### src/rtl/spi_regfile_periph_if.sv
// SPI pin bundle for spi_regfile_periph: controller (master) drives sclk/copi/ncs,
// peripheral (slave) drives cipo.
interface spi_regfile_periph_if;
    logic sclk;
    logic copi;
    logic ncs;
    logic cipo;

    modport master (output sclk, output copi, output ncs, input cipo);
    modport slave  (input sclk, input copi, input ncs, output cipo);
endinterface

### src/rtl/spi_regfile_periph.sv
// SPI mode-0 peripheral writing a bank of NUM_REGS x DATA_W config registers.
// Optional register read-back on cipo is enabled by defining SPI_READBACK_EN.
module spi_regfile_periph #(
    parameter int DATA_W      = 8,
    parameter int ADDR_W      = 7,
    parameter int NUM_REGS    = 5,
    parameter int SYNC_STAGES = 2
) (
    input  logic                       clk,
    input  logic                       rst,
    spi_regfile_periph_if.slave        spi,
    output logic [NUM_REGS*DATA_W-1:0] regs_out,
    output logic                       wr_strobe,
    output logic [ADDR_W-1:0]          wr_addr,
    output logic                       frame_err
);
    localparam int FRAME_LEN = 1 + ADDR_W + DATA_W;
    localparam int CNT_W     = $clog2(FRAME_LEN + 2);
    localparam logic [CNT_W-1:0]  CNT_FULL = CNT_W'(FRAME_LEN);
    localparam logic [CNT_W-1:0]  CNT_SAT  = CNT_W'(FRAME_LEN + 1);
    localparam logic [ADDR_W:0]   NREGS    = (ADDR_W + 1)'(NUM_REGS);

    logic [SYNC_STAGES-1:0] sclk_sync_q, sclk_sync_d;
    logic [SYNC_STAGES-1:0] copi_sync_q, copi_sync_d;
    logic [SYNC_STAGES-1:0] ncs_sync_q, ncs_sync_d;
    logic                   sclk_hist_q, sclk_hist_d;
    logic                   ncs_hist_q, ncs_hist_d;
    logic [CNT_W-1:0]       cnt_q, cnt_d;
    logic [FRAME_LEN-1:0]   rx_q, rx_d;
    logic [NUM_REGS*DATA_W-1:0] regs_q, regs_d;
    logic                   wr_strobe_q, wr_strobe_d;
    logic [ADDR_W-1:0]      wr_addr_q, wr_addr_d;
    logic                   frame_err_q, frame_err_d;

    logic sclk_s, copi_s, ncs_s;
    logic sclk_rise, ncs_rise, ncs_fall;
    logic [FRAME_LEN-1:0] rx_shift;
    logic                 rx_rw;
    logic [ADDR_W-1:0]    rx_addr;
    logic [DATA_W-1:0]    rx_data;

    assign sclk_s    = sclk_sync_q[SYNC_STAGES-1];
    assign copi_s    = copi_sync_q[SYNC_STAGES-1];
    assign ncs_s     = ncs_sync_q[SYNC_STAGES-1];
    assign sclk_rise = sclk_s & ~sclk_hist_q;
    assign ncs_rise  = ncs_s & ~ncs_hist_q;
    assign ncs_fall  = ~ncs_s & ncs_hist_q;
    assign rx_shift  = {rx_q[FRAME_LEN-2:0], copi_s};
    assign rx_rw     = rx_q[FRAME_LEN-1];
    assign rx_addr   = rx_q[DATA_W +: ADDR_W];
    assign rx_data   = rx_q[DATA_W-1:0];

    always_comb begin
        sclk_sync_d = {sclk_sync_q[SYNC_STAGES-2:0], spi.sclk};
        copi_sync_d = {copi_sync_q[SYNC_STAGES-2:0], spi.copi};
        ncs_sync_d  = {ncs_sync_q[SYNC_STAGES-2:0], spi.ncs};
        sclk_hist_d = sclk_s;
        ncs_hist_d  = ncs_s;
        cnt_d       = cnt_q;
        rx_d        = rx_q;
        regs_d      = regs_q;
        wr_strobe_d = 1'b0;
        wr_addr_d   = wr_addr_q;
        frame_err_d = 1'b0;

        // ncs edges outrank a coincident sclk edge
        if (ncs_fall) begin
            cnt_d = '0;
            rx_d  = '0;
        end else if (ncs_rise) begin
            if (rx_rw) begin
                if (cnt_q == CNT_FULL && {1'b0, rx_addr} < NREGS) begin
                    for (int i = 0; i < NUM_REGS; i++) begin
                        if (rx_addr == ADDR_W'(i)) regs_d[i*DATA_W +: DATA_W] = rx_data;
                    end
                    wr_strobe_d = 1'b1;
                    wr_addr_d   = rx_addr;
                end else begin
                    frame_err_d = 1'b1;
                end
            end else if (cnt_q != CNT_FULL) begin
                frame_err_d = 1'b1;
            end
        end else if (!ncs_s && sclk_rise) begin
            rx_d = rx_shift;
            if (cnt_q != CNT_SAT) cnt_d = cnt_q + CNT_W'(1);
        end
    end

    always_ff @(posedge clk) begin
        if (rst) begin
            sclk_sync_q <= '0;
            copi_sync_q <= '0;
            ncs_sync_q  <= '1;
            sclk_hist_q <= 1'b0;
            ncs_hist_q  <= 1'b1;
            cnt_q       <= '0;
            rx_q        <= '0;
            regs_q      <= '0;
            wr_strobe_q <= 1'b0;
            wr_addr_q   <= '0;
            frame_err_q <= 1'b0;
        end else begin
            sclk_sync_q <= sclk_sync_d;
            copi_sync_q <= copi_sync_d;
            ncs_sync_q  <= ncs_sync_d;
            sclk_hist_q <= sclk_hist_d;
            ncs_hist_q  <= ncs_hist_d;
            cnt_q       <= cnt_d;
            rx_q        <= rx_d;
            regs_q      <= regs_d;
            wr_strobe_q <= wr_strobe_d;
            wr_addr_q   <= wr_addr_d;
            frame_err_q <= frame_err_d;
        end
    end

    assign regs_out  = regs_q;
    assign wr_strobe = wr_strobe_q;
    assign wr_addr   = wr_addr_q;
    assign frame_err = frame_err_q;

`ifdef SPI_READBACK_EN
    localparam int TX_W = $clog2(DATA_W + 1);
    localparam logic [CNT_W-1:0] CNT_ADDR = CNT_W'(ADDR_W);

    logic              sclk_fall;
    logic [DATA_W-1:0] tx_q, tx_d;
    logic [TX_W-1:0]   tx_left_q, tx_left_d;
    logic              cipo_q, cipo_d;
    logic [DATA_W-1:0] rd_word;

    assign sclk_fall = ~sclk_s & sclk_hist_q;

    always_comb begin
        rd_word = '0;
        for (int i = 0; i < NUM_REGS; i++) begin
            if (rx_shift[ADDR_W-1:0] == ADDR_W'(i)) rd_word = regs_q[i*DATA_W +: DATA_W];
        end
    end

    always_comb begin
        tx_d      = tx_q;
        tx_left_d = tx_left_q;
        cipo_d    = cipo_q;
        if (ncs_s || ncs_fall) begin
            tx_left_d = '0;
            cipo_d    = 1'b0;
        end else if (sclk_rise && cnt_q == CNT_ADDR && !rx_shift[ADDR_W]) begin
            // last address bit of a read frame just arrived
            tx_d      = rd_word;
            tx_left_d = TX_W'(DATA_W);
        end else if (sclk_fall) begin
            if (tx_left_q != '0) begin
                cipo_d    = tx_q[DATA_W-1];
                tx_d      = {tx_q[DATA_W-2:0], 1'b0};
                tx_left_d = tx_left_q - TX_W'(1);
            end else begin
                cipo_d = 1'b0;
            end
        end
    end

    always_ff @(posedge clk) begin
        if (rst) begin
            tx_q      <= '0;
            tx_left_q <= '0;
            cipo_q    <= 1'b0;
        end else begin
            tx_q      <= tx_d;
            tx_left_q <= tx_left_d;
            cipo_q    <= cipo_d;
        end
    end

    assign spi.cipo = cipo_q;
`else
    assign spi.cipo = 1'b0;
`endif
endmodule

### src/flat_wrapper.sv
// flat-port wrapper written by rule: the top's interface ports become plain ports
module spi_regfile_periph_flat 
#(
    parameter int DATA_W      = 8,
    parameter int ADDR_W      = 7,
    parameter int NUM_REGS    = 5,
    parameter int SYNC_STAGES = 2
)
  (clk, rst, regs_out, wr_strobe, wr_addr, frame_err, spi_sclk, spi_copi, spi_ncs, spi_cipo);
  spi_regfile_periph_if spi_i ();
  input  logic clk;
  input  logic rst;
  output logic [NUM_REGS*DATA_W-1:0] regs_out;
  output logic wr_strobe;
  output logic [ADDR_W-1:0] wr_addr;
  output logic frame_err;
  input wire logic [$bits(spi_i.sclk)-1:0] spi_sclk;
  input wire logic [$bits(spi_i.copi)-1:0] spi_copi;
  input wire logic [$bits(spi_i.ncs)-1:0] spi_ncs;
  output wire logic [$bits(spi_i.cipo)-1:0] spi_cipo;
  assign spi_i.sclk = spi_sclk;
  assign spi_i.copi = spi_copi;
  assign spi_i.ncs = spi_ncs;
  assign spi_cipo = spi_i.cipo;
  spi_regfile_periph #(.DATA_W(DATA_W), .ADDR_W(ADDR_W), .NUM_REGS(NUM_REGS), .SYNC_STAGES(SYNC_STAGES)) u_core (.clk(clk), .rst(rst), .spi(spi_i), .regs_out(regs_out), .wr_strobe(wr_strobe), .wr_addr(wr_addr), .frame_err(frame_err));
endmodule
### config.mk
export PLATFORM = sky130hd
export DESIGN_NAME = spi_regfile_periph_flat
export DESIGN_NICKNAME = d
export VERILOG_FILES = /design/src/rtl/spi_regfile_periph_if.sv /design/src/rtl/spi_regfile_periph.sv /design/src/flat_wrapper.sv
export SDC_FILE = /design/constraint.sdc
export NUM_CORES = 1
export LEC_CHECK = 0
export ABC_AREA = 0
export BUFFER_PORTS_ARGS = -buffer_cell sky130_fd_sc_hd__buf_2
export CAP_MARGIN = 20
export CORE_UTILIZATION = 36
export CTS_CLUSTER_DIAMETER = 80
export CTS_CLUSTER_SIZE = 8
export DETAILED_ROUTE_END_ITERATION = 16
export PLACE_DENSITY = 0.64
export SLEW_MARGIN = 15
export SYNTH_ARGS = -nofsm -noshare
export SYNTH_HDL_FRONTEND = slang
export SYNTH_SLANG_ARGS = --single-unit
### constraint.sdc
create_clock -name clk -period 2.2 [get_ports clk]
set_input_delay 0.22 -clock clk [delete_from_list [all_inputs] [get_ports clk]]
set_output_delay 0.22 -clock clk [all_outputs]
set_load 0.03 [all_outputs]
==> reports/results.ini, run 1 <==
[outcome]
outcome=finished, final reports clean

[clock_tree]
cts_root_buf=clkbuf_8
htreeDepth=3
postCtsSetupBuffers=0
clkLatencyLatePin_ns=0.35
clk_pin_slew_ns=0.08
tritoncts=yes
cts_hold_buf=0
ctsResizeCount=0
clk_path_buf_depth=2
cts.sink_count=78
cts_buffers=9

[timing]
period_minus_slack_ns=1.78
fin_tns_setup_ns=0
rsz0062_at_grt=false
max-slew-margin-rel=0.654
hold_viol=0
slew_violations=0
setup-violations-final=0
period_share=0.808
fin_skew_ns=0.0102
tightest_slew_ns=0.506
fmax_mhz=563

[synth]
seq_area_frac_synth=0.526
post-synth-top-count-cell=nand2_1
synth-edff-count=0
ys_top_cells_by_area=dfxtp_1 (53%), mux2i_1 (15%), nand2_1 (11%)
synth_area_leader_cell=dfxtp_1
synth.avg_cell_area_um2=9.70
ys_warn_count=0
postSynthCellCount=306
synth_cell_types=32
ys_ff_latch=78
synthTopCellsByCount=nand2_1 (87), dfxtp_1 (78), mux2i_1 (45)
syn_area_um2=2970
async_flop_share=0
yosysTopAreaCellShare=0.526
synth_flop_cell=dfxtp_1
synth_nets=314

[layout]
final_nets=363
syn2layout_area_growth_pct=18.7
drive_gt1_frac=0.236
n_antenna_cell=0
n_fill_cell=792

[global_routing]
globalRouteOverflowTotal=0
met1_usage=0.189
busiest_layer=met2
use_met3=0.0550
grt_pass1_vias=2066
grt_max_degree=58
grt_usage=0.149
antenna_found_initial=0
grt_util_met2=0.234
grt_pass1_wl_um=9920

[worst_hold_path]
hp-class=in -> reg
whs_endpoint=u_core.ncs_sync_q[0]$_SDFF_PP1_
hold_depth=2
hp-start=spi_ncs

[pwr]
power_density_nw_per_um2=718
peakVddDrop_uv=411
finalPower_w=0.00253
p_leak_nw=1.66

[route]
drt_iter0_markers=145
drc=0
wl_per_cell_um=13.1
routed_via_density=4.76
dr.pass1.iters=4
vias=2200
wl_um=6060
detail-route-antenna-nets=0

[worst_setup_path]
required_ns=2.48
rr_worst_depth=6
r2r_slack_ns=0.42
r2r-start=u_core.cnt_q[0]$_SDFFE_PP0P_
critPathMaxFanout=8
crit_path_end_kind=flip-flop
critical_path_class=reg -> reg
r2r-end=u_core.regs_out[29]$_SDFFE_PP0P_
cp.arrival_ns=2.06
crit_path_start_kind=flip-flop

[place]
place_congestion=0.730
io_buffers=53
dp_hpwl_um=4170

[floorplanning]
die_area_um2=8610
initial_core_util=0.378
die_width_um=92.8
coreArea_um2=7850
rows=32
fp.dieH_um=92.8
ios=55

[run]
cap_viol_max_count=0

==> layout make-up <==
type | instances | area (um2) | share of cell area
Clock buffer | 11 | 141 | 0.0401
Inverter | 6 | 22.5 | 0.00639
Tap cell | 102 | 128 | 0.0362
Clock inverter | 5 | 58.8 | 0.0167
Timing Repair Buffer | 59 | 323 | 0.0916
Sequential cell | 78 | 1560 | 0.443
Multi-Input combinational cell | 201 | 1290 | 0.366
==> registers in the layout, indices dropped and copies added (netlist names) <==
register,flops
u_core.cnt_q,5
u_core.sclk_sync_q,2
u_core.copi_sync_q,2
u_core.sclk_hist_q,1
u_core.wr_strobe,1
u_core.ncs_hist_q,1
u_core.rx_q,16
u_core.frame_err,1
u_core.regs_out,40
u_core.ncs_sync_q,2
u_core.wr_addr,7
==> logic make-up (layout without fill, tap and decap cells) <==
group | Yosys count | count (layout) | share of synthesized area
AND/OR/NAND/NOR | 122 | 122 | 0.209
flip-flops | 78 | 78 | 0.526
multiplexers | 45 | 45 | 0.152
AO/OA/AOI/OAI | 30 | 30 | 0.0578
buffers and inverters | 27 | 81 | 0.0413
adder cells (fa/ha/maj) | 3 | 3 | 0.0126
other | 1 | 1 | 0.00126
==> per-layer routing <==
metal | up-vias | wire, um | share of wire
li1 | 1128 | - | -
met1 | 1012 | 2940 | 0.49
met2 | 53 | 2780 | 0.46
met3 | 7 | 277 | 0.046
met4 | 0 | 56 | 0.0092
met5 | - | 0 | 0
==> placed cells by master, fill, tap and decap left out, types with 3 or more instances in the layout <==
cell type / Yosys / routed
nand2_1: 87 / 87
dfxtp_1: 78 / 78
buf_2: 4 / 53
mux2i_1: 45 / 45
a21oi_1: 19 / 19
clkbuf_8: 0 / 10
nor3b_1: 8 / 7
inv_1: 6 / 6
nor2b_1: 6 / 6
buf_4: 2 / 5
o21ai_0: 5 / 4
nand4_2: 4 / 4
ha_1: 3 / 3
==> stage by stage <==
stage,worst slack (ns),instance area (um2),utilization,hold WS (ns),cells
finish,0.423,3520,0.449,0.0487,462
global route,0.290,3520,0.449,0.0266,462
CTS,0.400,3520,0.449,0.0245,462
detailed placement,0.422,3320,0.423,0.397,446
global placement,0.463,3320,0.423,0.393,446
floorplan,0.629,2970,-,0.292,306
==> power by group <==
part            total, W  internal (W)  switching, W
combinational  0.0000534     0.0000166     0.0000369
sequential       0.00142       0.00142    0.00000381
clock            0.00106      0.000555      0.000501
==> worst max-delay path by stage <==
| stage | cells past startpoint | start | slack [ns] | end |
|---|---|---|---|---|
| 2_1_floorplan | 7 | u_core.cnt_q[0]$_SDFFE_PP0P_ | 0.63 | u_core.regs_out[30]$_SDFFE_PP0P_ |
| 3_3_place_gp | 6 | u_core.cnt_q[0]$_SDFFE_PP0P_ | 0.46 | u_core.regs_out[24]$_SDFFE_PP0P_ |
| 3_5_place_dp | 6 | u_core.cnt_q[0]$_SDFFE_PP0P_ | 0.42 | u_core.regs_out[29]$_SDFFE_PP0P_ |
| 4_1_cts | 6 | u_core.cnt_q[0]$_SDFFE_PP0P_ | 0.40 | u_core.regs_out[29]$_SDFFE_PP0P_ |
| 5_1_grt | 6 | u_core.cnt_q[0]$_SDFFE_PP0P_ | 0.29 | u_core.regs_out[29]$_SDFFE_PP0P_ |
| 6_report | 6 | u_core.cnt_q[0]$_SDFFE_PP0P_ | 0.42 | u_core.regs_out[29]$_SDFFE_PP0P_ |
==> worst max-delay path: stages, from the launching register on <==
cell and delay (ns):
dfxtp_1 0.36, inv_1 0.09, ha_1 0.13, nor4bb_1 0.25, buf_4 0.20, and4_2 0.44
mux2i_1 0.23
(Power assumes the default switching activity.)
==> run 2, diff against run 1 <==
--- a/config.mk
+++ b/config.mk
@@ -5,14 +5,14 @@
 export SDC_FILE = /design/constraint.sdc
 export NUM_CORES = 1
 export LEC_CHECK = 0
-export ABC_AREA = 0
+export ABC_AREA = 1
 export BUFFER_PORTS_ARGS = -buffer_cell sky130_fd_sc_hd__buf_2
 export CAP_MARGIN = 20
 export CORE_UTILIZATION = 36
 export CTS_CLUSTER_DIAMETER = 80
 export CTS_CLUSTER_SIZE = 8
 export DETAILED_ROUTE_END_ITERATION = 16
-export PLACE_DENSITY = 0.64
+export PLACE_DENSITY = 0.63
 export SLEW_MARGIN = 15
 export SYNTH_ARGS = -nofsm -noshare
 export SYNTH_HDL_FRONTEND = slang
==> constraint.sdc (replaced) <==
create_clock -name clk -period 1.64 [get_ports clk]
set_input_delay 0.164 -clock clk [delete_from_list [all_inputs] [get_ports clk]]
set_output_delay 0.164 -clock clk [all_outputs]
set_load 0.03 [all_outputs]
==> run 2 against run 1 <==
Compared with the run above:
- utilization grew 3.0 points
- die area grew 6.8%
- critical path depth grew 5
- clock skew shrank 0.00086 ns
- global-route usage grew 1.6 points
- maximum frequency grew 11%
- sequential cell count is the same
- via count grew 27%
==> reports/results.ini, run 2 <==
[synth]
synth_nets=421
ys_ff_latch=78
synth_flop_cell=dfxtp_1
syn_area_um2=3170
synth_area_leader_cell=dfxtp_1
yosys.area_share.adder=0.0118
synth_xor_area_frac=0.00276
post-synth-top-count-cell=nor2_1
yosysTopAreaCellShare=0.492
seq_area_frac_synth=0.492
synth_mux_area_frac=0
yosys.area_share.simple=0.348
async_flop_share=0
postSynthCellCount=413
synth_cell_types=29
ys_top_cells_by_area=dfxtp_1 (49%), nor2_1 (11%), nand3_1 (7.6%)
ys_warn_count=0
synth-edff-count=0
synth.avg_cell_area_um2=7.68
synth_compound_area_frac=0.0706
synth_top_family_by_area=simple AND/OR/NAND/NOR gates
synthTopCellsByCount=nor2_1 (96), dfxtp_1 (78), nand2_1 (54)

[timing]
setup-violations-final=0
hold_viol=0
fin_skew_ns=0.00938
slew_violations=0
fin_tns_setup_ns=0
tightest_slew_ns=0.511
period_share=0.974
max-slew-margin-rel=0.658
fmax_mhz=626
hold_ws_ns=0.0158
period_minus_slack_ns=1.60

[worst_setup_path]
cp_cell_sequence=inv_4 > ha_4 > nand2_2 > nor2_4 > nand3_4 > nor2_4 > buf_12 > clkbuf_16 > nand3_2 > nand2_1 > nor2_1
slowest_delay_ns=0.36
crit_path_end_kind=flip-flop
cp.arrival_ns=1.84
critPathSlowestCell=dfxtp_4
crit_path_start_kind=flip-flop
critPathMaxFanout=6
critical_path_class=reg -> reg
crit_buf_inv=3
required_ns=1.88
cp_common_cell=nor2_4
critical_path_depth=11
rr_worst_depth=11
cp_top_family=simple AND/OR/NAND/NOR gates

[floorplanning]
fp.dieH_um=95.9
die_area_um2=9190
ios=55
rows=33
initial_core_util=0.379
die_width_um=95.9
coreArea_um2=8380

[outcome]
outcome=finished, final reports clean

[layout]
n_antenna_cell=0
drive_gt1_frac=0.274
mostFrequentLayoutCells=nor2_1 (93), dfxtp_1 (76), nand2_1 (54), buf_2 (53), nand3_1 (35)
final_util=0.479
syn2layout_area_growth_pct=26.5
final_nets=491
final_common_cell=nor2_1
largest_reg_flops=40
final_area_um2=4020

[place]
postPlaceCellArea_um2=3580
io_buffers=53
place_congestion=0.850
dp_hpwl_um=5030

[global_routing]
globalRouteOverflowTotal=0
grt_max_degree=45
antenna_found_initial=0
grt_usage=0.165
grt_pass1_vias=2418
grt_pass1_wl_um=11400

[clock_tree]
cts.sink_count=78
clk_pin_slew_ns=0.07
htreeDepth=3
cts_buffers=9
cts_root_buf=clkbuf_8
clkLatencyLatePin_ns=0.35
clk_path_buf_depth=2
tritoncts=yes

[route]
detail-route-antenna-nets=0
wl_per_cell_um=12.8
drt_iter0_markers=163
routed_via_density=4.74
wl_um=7570
dr.pass1.iters=4
drc=0
vias=2801

[pwr]
power_density_nw_per_um2=837
peakVddDrop_uv=478
p_leak_nw=1.72

[run]
cap_viol_max_count=0

[worst_hold_path]
hold_depth=3
hp-class=in -> reg

==> run 2: cell count changes in the layout (fill, tap and decap cells not counted), moves of 5 or more <==
| cell | delta |
|---|---|
| nor2_1 | +93 |
| mux2i_1 | -45 |
| nand2_1 | -33 |
| nand3_1 | +33 |
| inv_1 | +27 |
| o21ai_0 | +17 |
| nand3_2 | +13 |
| nor2_4 | +11 |
| buf_4 | +7 |
| nor2b_1 | -6 |
| nor3b_1 | -6 |
| nor3_2 | +5 |
==> run 2: kinds of logic after synthesis <==
| logic type | Yosys count |
|---|---|
| compound gates | 44 |
| xor+xnor | 1 |
| fa+ha+maj | 3 |
| buf+inv | 54 |
| flops | 78 |
| other cells | 1 |
| simple gates | 232 |
==> run 2: final timing paths <==
path | slack [ns] | from | endpoint
worst min register to register | 0.40 | u_core.sclk_sync_q[0]$_SDFF_PP0_ | u_core.sclk_sync_q[1]$_SDFF_PP0_
worst max register to register | 0.04 | u_core.cnt_q[0]$_SDFFE_PP0P_ | u_core.regs_out[33]$_SDFFE_PP0P_
worst min-delay path | 0.02 | spi_sclk | u_core.sclk_sync_q[0]$_SDFF_PP0_
worst max-delay path | 0.04 | u_core.cnt_q[0]$_SDFFE_PP0P_ | u_core.regs_out[33]$_SDFFE_PP0P_
==> run 2: final cells by class <==
type	count	area, um2
fillers	851	4370
clock buffers	12	135
multi-input cells	281	1490
repair buffers	74	509
flip-flops and latches	78	1570
well taps	105	131
clock inverters	2	35.0
inverters	39	151
==> run 2: repair_timing <==
| item | CTS | global route |
|---|---|---|
| gates resized for setup | 0 | 31 |
| hold buffers | 1 | 0 |
| setup buffers | 0 | 7 |
| endpoints found under the setup margin | 0 | 42 |
| hold endpoints to repair | 1 | 0 |
==> run 2: where the power goes <==
group / leakage [nW] / switching (W) / internal, W
registers: 0.631 / 0.00000711 / 0.00190
clock network: 0.0863 / 0.000639 / 0.000686
logic: 1.00 / 0.0000837 / 0.0000417
==> run 2: per-layer routing <==
metal | up-vias | track usage | routed length (um)
li1 | 1451 | - | -
met1 | 1269 | 0.207 | 3440
met2 | 72 | 0.264 | 3600
met3 | 9 | 0.0569 | 416
met4 | 0 | 0.0547 | 123
met5 | - | 0 | 0
==> run 2: worst reg2reg max path: cells and delay by family, from the launching register on <==
kind / cells / cell delay (ns)
fa+ha+maj: 1 / 0.13
buf+inv: 3 / 0.36
flops: 1 / 0.36
simple gates: 7 / 0.65
==> run 2: per-stage QoR <==
stage / setup slack, ns / power, W / cells
finish: 0.0433 / 0.00336 / 591
global route: -0.0384 / 0.00352 / 591
floorplan: 0.142 / 0.00204 / 413
detailed placement: 0.0178 / 0.00207 / 565
global placement: 0.0821 / 0.00207 / 565
CTS: 0.00753 / 0.00340 / 580
==> run 3, diff against run 2 <==
==> constraint.sdc (replaced) <==
create_clock -name clk -period 1.9 [get_ports clk]
set_input_delay 0.19 -clock clk [delete_from_list [all_inputs] [get_ports clk]]
set_output_delay 0.19 -clock clk [all_outputs]
set_load 0.03 [all_outputs]
==> run 3 against run 2 <==
Compared with the run above:
- combinational power down 22%
- critical path type unchanged
- count of clock-buffer cells in the layout decreased by 1
- maximum frequency shrank 6.3%
- clock skew increased by 0.0017 ns
- largest cell class unchanged
- critical path depth is 1 lower
==> reports/results.ini, run 3 (synthesized netlist as in run 2, its figures left out) <==
[worst_setup_path]
rr_worst_depth=10
crit_path_end_kind=flip-flop
critical_path_class=reg -> reg
r2r_slack_ns=0.20
required_ns=2.14
crit_path_start_kind=flip-flop
r2r-start=u_core.cnt_q[0]$_SDFFE_PP0P_
r2r-end=u_core.regs_out[32]$_SDFFE_PP0P_
cp.arrival_ns=1.94
critPathMaxFanout=24

[place]
place_congestion=0.803
io_buffers=53
dp_hpwl_um=5050
pre_cts_slack_ns=0.123

[route]
dr.pass1.iters=4
detail-route-antenna-nets=0
wl_um=6900
drt_iter0_markers=151
routed_via_density=4.67
wl_per_cell_um=11.9
drc=0
vias=2707

[pwr]
power_density_nw_per_um2=823
peakVddDrop_uv=624
p_leak_nw=1.65

[timing]
hold_ws_ns=0.0300
fin_skew_ns=0.0111
fin_tns_setup_ns=0
slew_violations=0
period_share=0.897
max-slew-margin-rel=0.632
setup-violations-final=0
fin_ws_ns=0.196
hold_viol=0
fmax_mhz=587
tightest_slew_ns=0.549
rsz0062_at_grt=false
period_minus_slack_ns=1.70

[global_routing]
grt_pass1_wl_um=11400
antenna_found_initial=0
grt_pass1_vias=2490
globalRouteOverflowTotal=0
grt_usage=0.163
grt_max_degree=31

[clock_tree]
clk_pin_slew_ns=0.08
tritoncts=yes
clk_path_buf_depth=2
cts_hold_buf=0
cts.sink_count=78
cts_buffers=9
ctsResizeCount=0
htreeDepth=3
clkLatencyLatePin_ns=0.34
cts_root_buf=clkbuf_8

[run]
cap_viol_max_count=0

[layout]
final_nets=478
drive_gt1_frac=0.219
mostFrequentLayoutCells=nor2_1 (96), dfxtp_1 (78), nand2_1 (54), buf_2 (53), nand3_1 (48)
n_antenna_cell=0
syn2layout_area_growth_pct=19.3
final_util=0.452
final_common_cell=nor2_1
largest_reg_flops=40

[outcome]
outcome=finished, final reports clean

[floorplanning]
coreArea_um2=8380
die_area_um2=9190
fp.dieH_um=95.9
initial_core_util=0.379
die_width_um=95.9
rows=33
ios=55

[worst_hold_path]
whs_endpoint=u_core.ncs_sync_q[0]$_SDFF_PP1_
hold_depth=2
hp-start=spi_ncs
hp-class=in -> reg

run 3: cell types whose count changed in the layout (fill, tap and decap cells not counted), sizes merged:
cell,change
clkbuf,-3
dlygate4sd3,-1
clkinv,+2
buf,-10
bufinv,+1
run 3: how the worst max path moves through the flow:
| stage | start | endpoint | slack [ns] | cells past startpoint |
|---|---|---|---|---|
| 3_3_place_gp | u_core.cnt_q[0]$_SDFFE_PP0P_ | u_core.regs_out[0]$_SDFFE_PP0P_ | 0.19 | 10 |
| 2_1_floorplan | u_core.cnt_q[0]$_SDFFE_PP0P_ | u_core.regs_out[25]$_SDFFE_PP0P_ | 0.40 | 10 |
| 5_1_grt | u_core.cnt_q[1]$_SDFFE_PP0P_ | u_core.regs_out[9]$_SDFFE_PP0P_ | 0.0004 | 10 |
| 6_report | u_core.cnt_q[0]$_SDFFE_PP0P_ | u_core.regs_out[32]$_SDFFE_PP0P_ | 0.20 | 10 |
| 3_5_place_dp | u_core.cnt_q[0]$_SDFFE_PP0P_ | u_core.regs_out[32]$_SDFFE_PP0P_ | 0.12 | 10 |
| 4_1_cts | u_core.cnt_q[0]$_SDFFE_PP0P_ | u_core.regs_out[32]$_SDFFE_PP0P_ | 0.12 | 10 |
run 3: worst max-delay path, stage by stage, from the launching register on:
cell     delay (ns)
dfxtp_1        0.34
inv_1          0.09
ha_1           0.16
nand2_2        0.06
nor2_4         0.19
nand3_4        0.12
nor2_4         0.24
buf_12         0.19
nand3_1        0.08
nand2_1        0.09
nor2_1         0.04
run 3: cell type report:
| class | instances | area, um2 |
|---|---|---|
| multi-input cells | 281 | 1380 |
| flip-flops and latches | 78 | 1560 |
| clock inverters | 5 | 82.6 |
| well taps | 105 | 131 |
| inverters | 39 | 146 |
| fillers | 871 | 4600 |
| repair buffers | 61 | 338 |
| clock buffers | 11 | 141 |
run 3: through the flow:
step / cells / cell area, um2 / power [W]
floorplan: 413 / 3170 / 0.00176
global placement: 562 / 3550 / 0.00179
detailed placement: 562 / 3550 / 0.00179
CTS: 578 / 3770 / 0.00316
global route: 580 / 3780 / 0.00325
finish: 580 / 3780 / 0.00312
run 3: timing repair:
action / CTS / global route
setup endpoints to repair: 0 / 24
setup buffers: 0 / 2
endpoints found under the hold margin: 0 / 0
run 3: per-layer routing:
| metal | global-route usage | part of all wire | up-vias |
|---|---|---|---|
| met5 | 0 | 0 | - |
| met4 | 0.0572 | 0.0062 | 0 |
| met3 | 0.0482 | 0.060 | 6 |
| met2 | 0.257 | 0.45 | 68 |
| met1 | 0.211 | 0.48 | 1206 |
| li1 | - | - | 1427 |
run 3: power by group:
| group | switching, W | internal, W | leakage, nW | total [W] |
|---|---|---|---|---|
| Sequential | 0.00000580 | 0.00164 | 0.630 | 0.00165 |
| Clock | 0.000588 | 0.000779 | 0.113 | 0.00137 |
| Combinational | 0.0000669 | 0.0000305 | 0.904 | 0.0000974 |
| Total | 0.000661 | 0.00245 | 1.65 | 0.00312 |
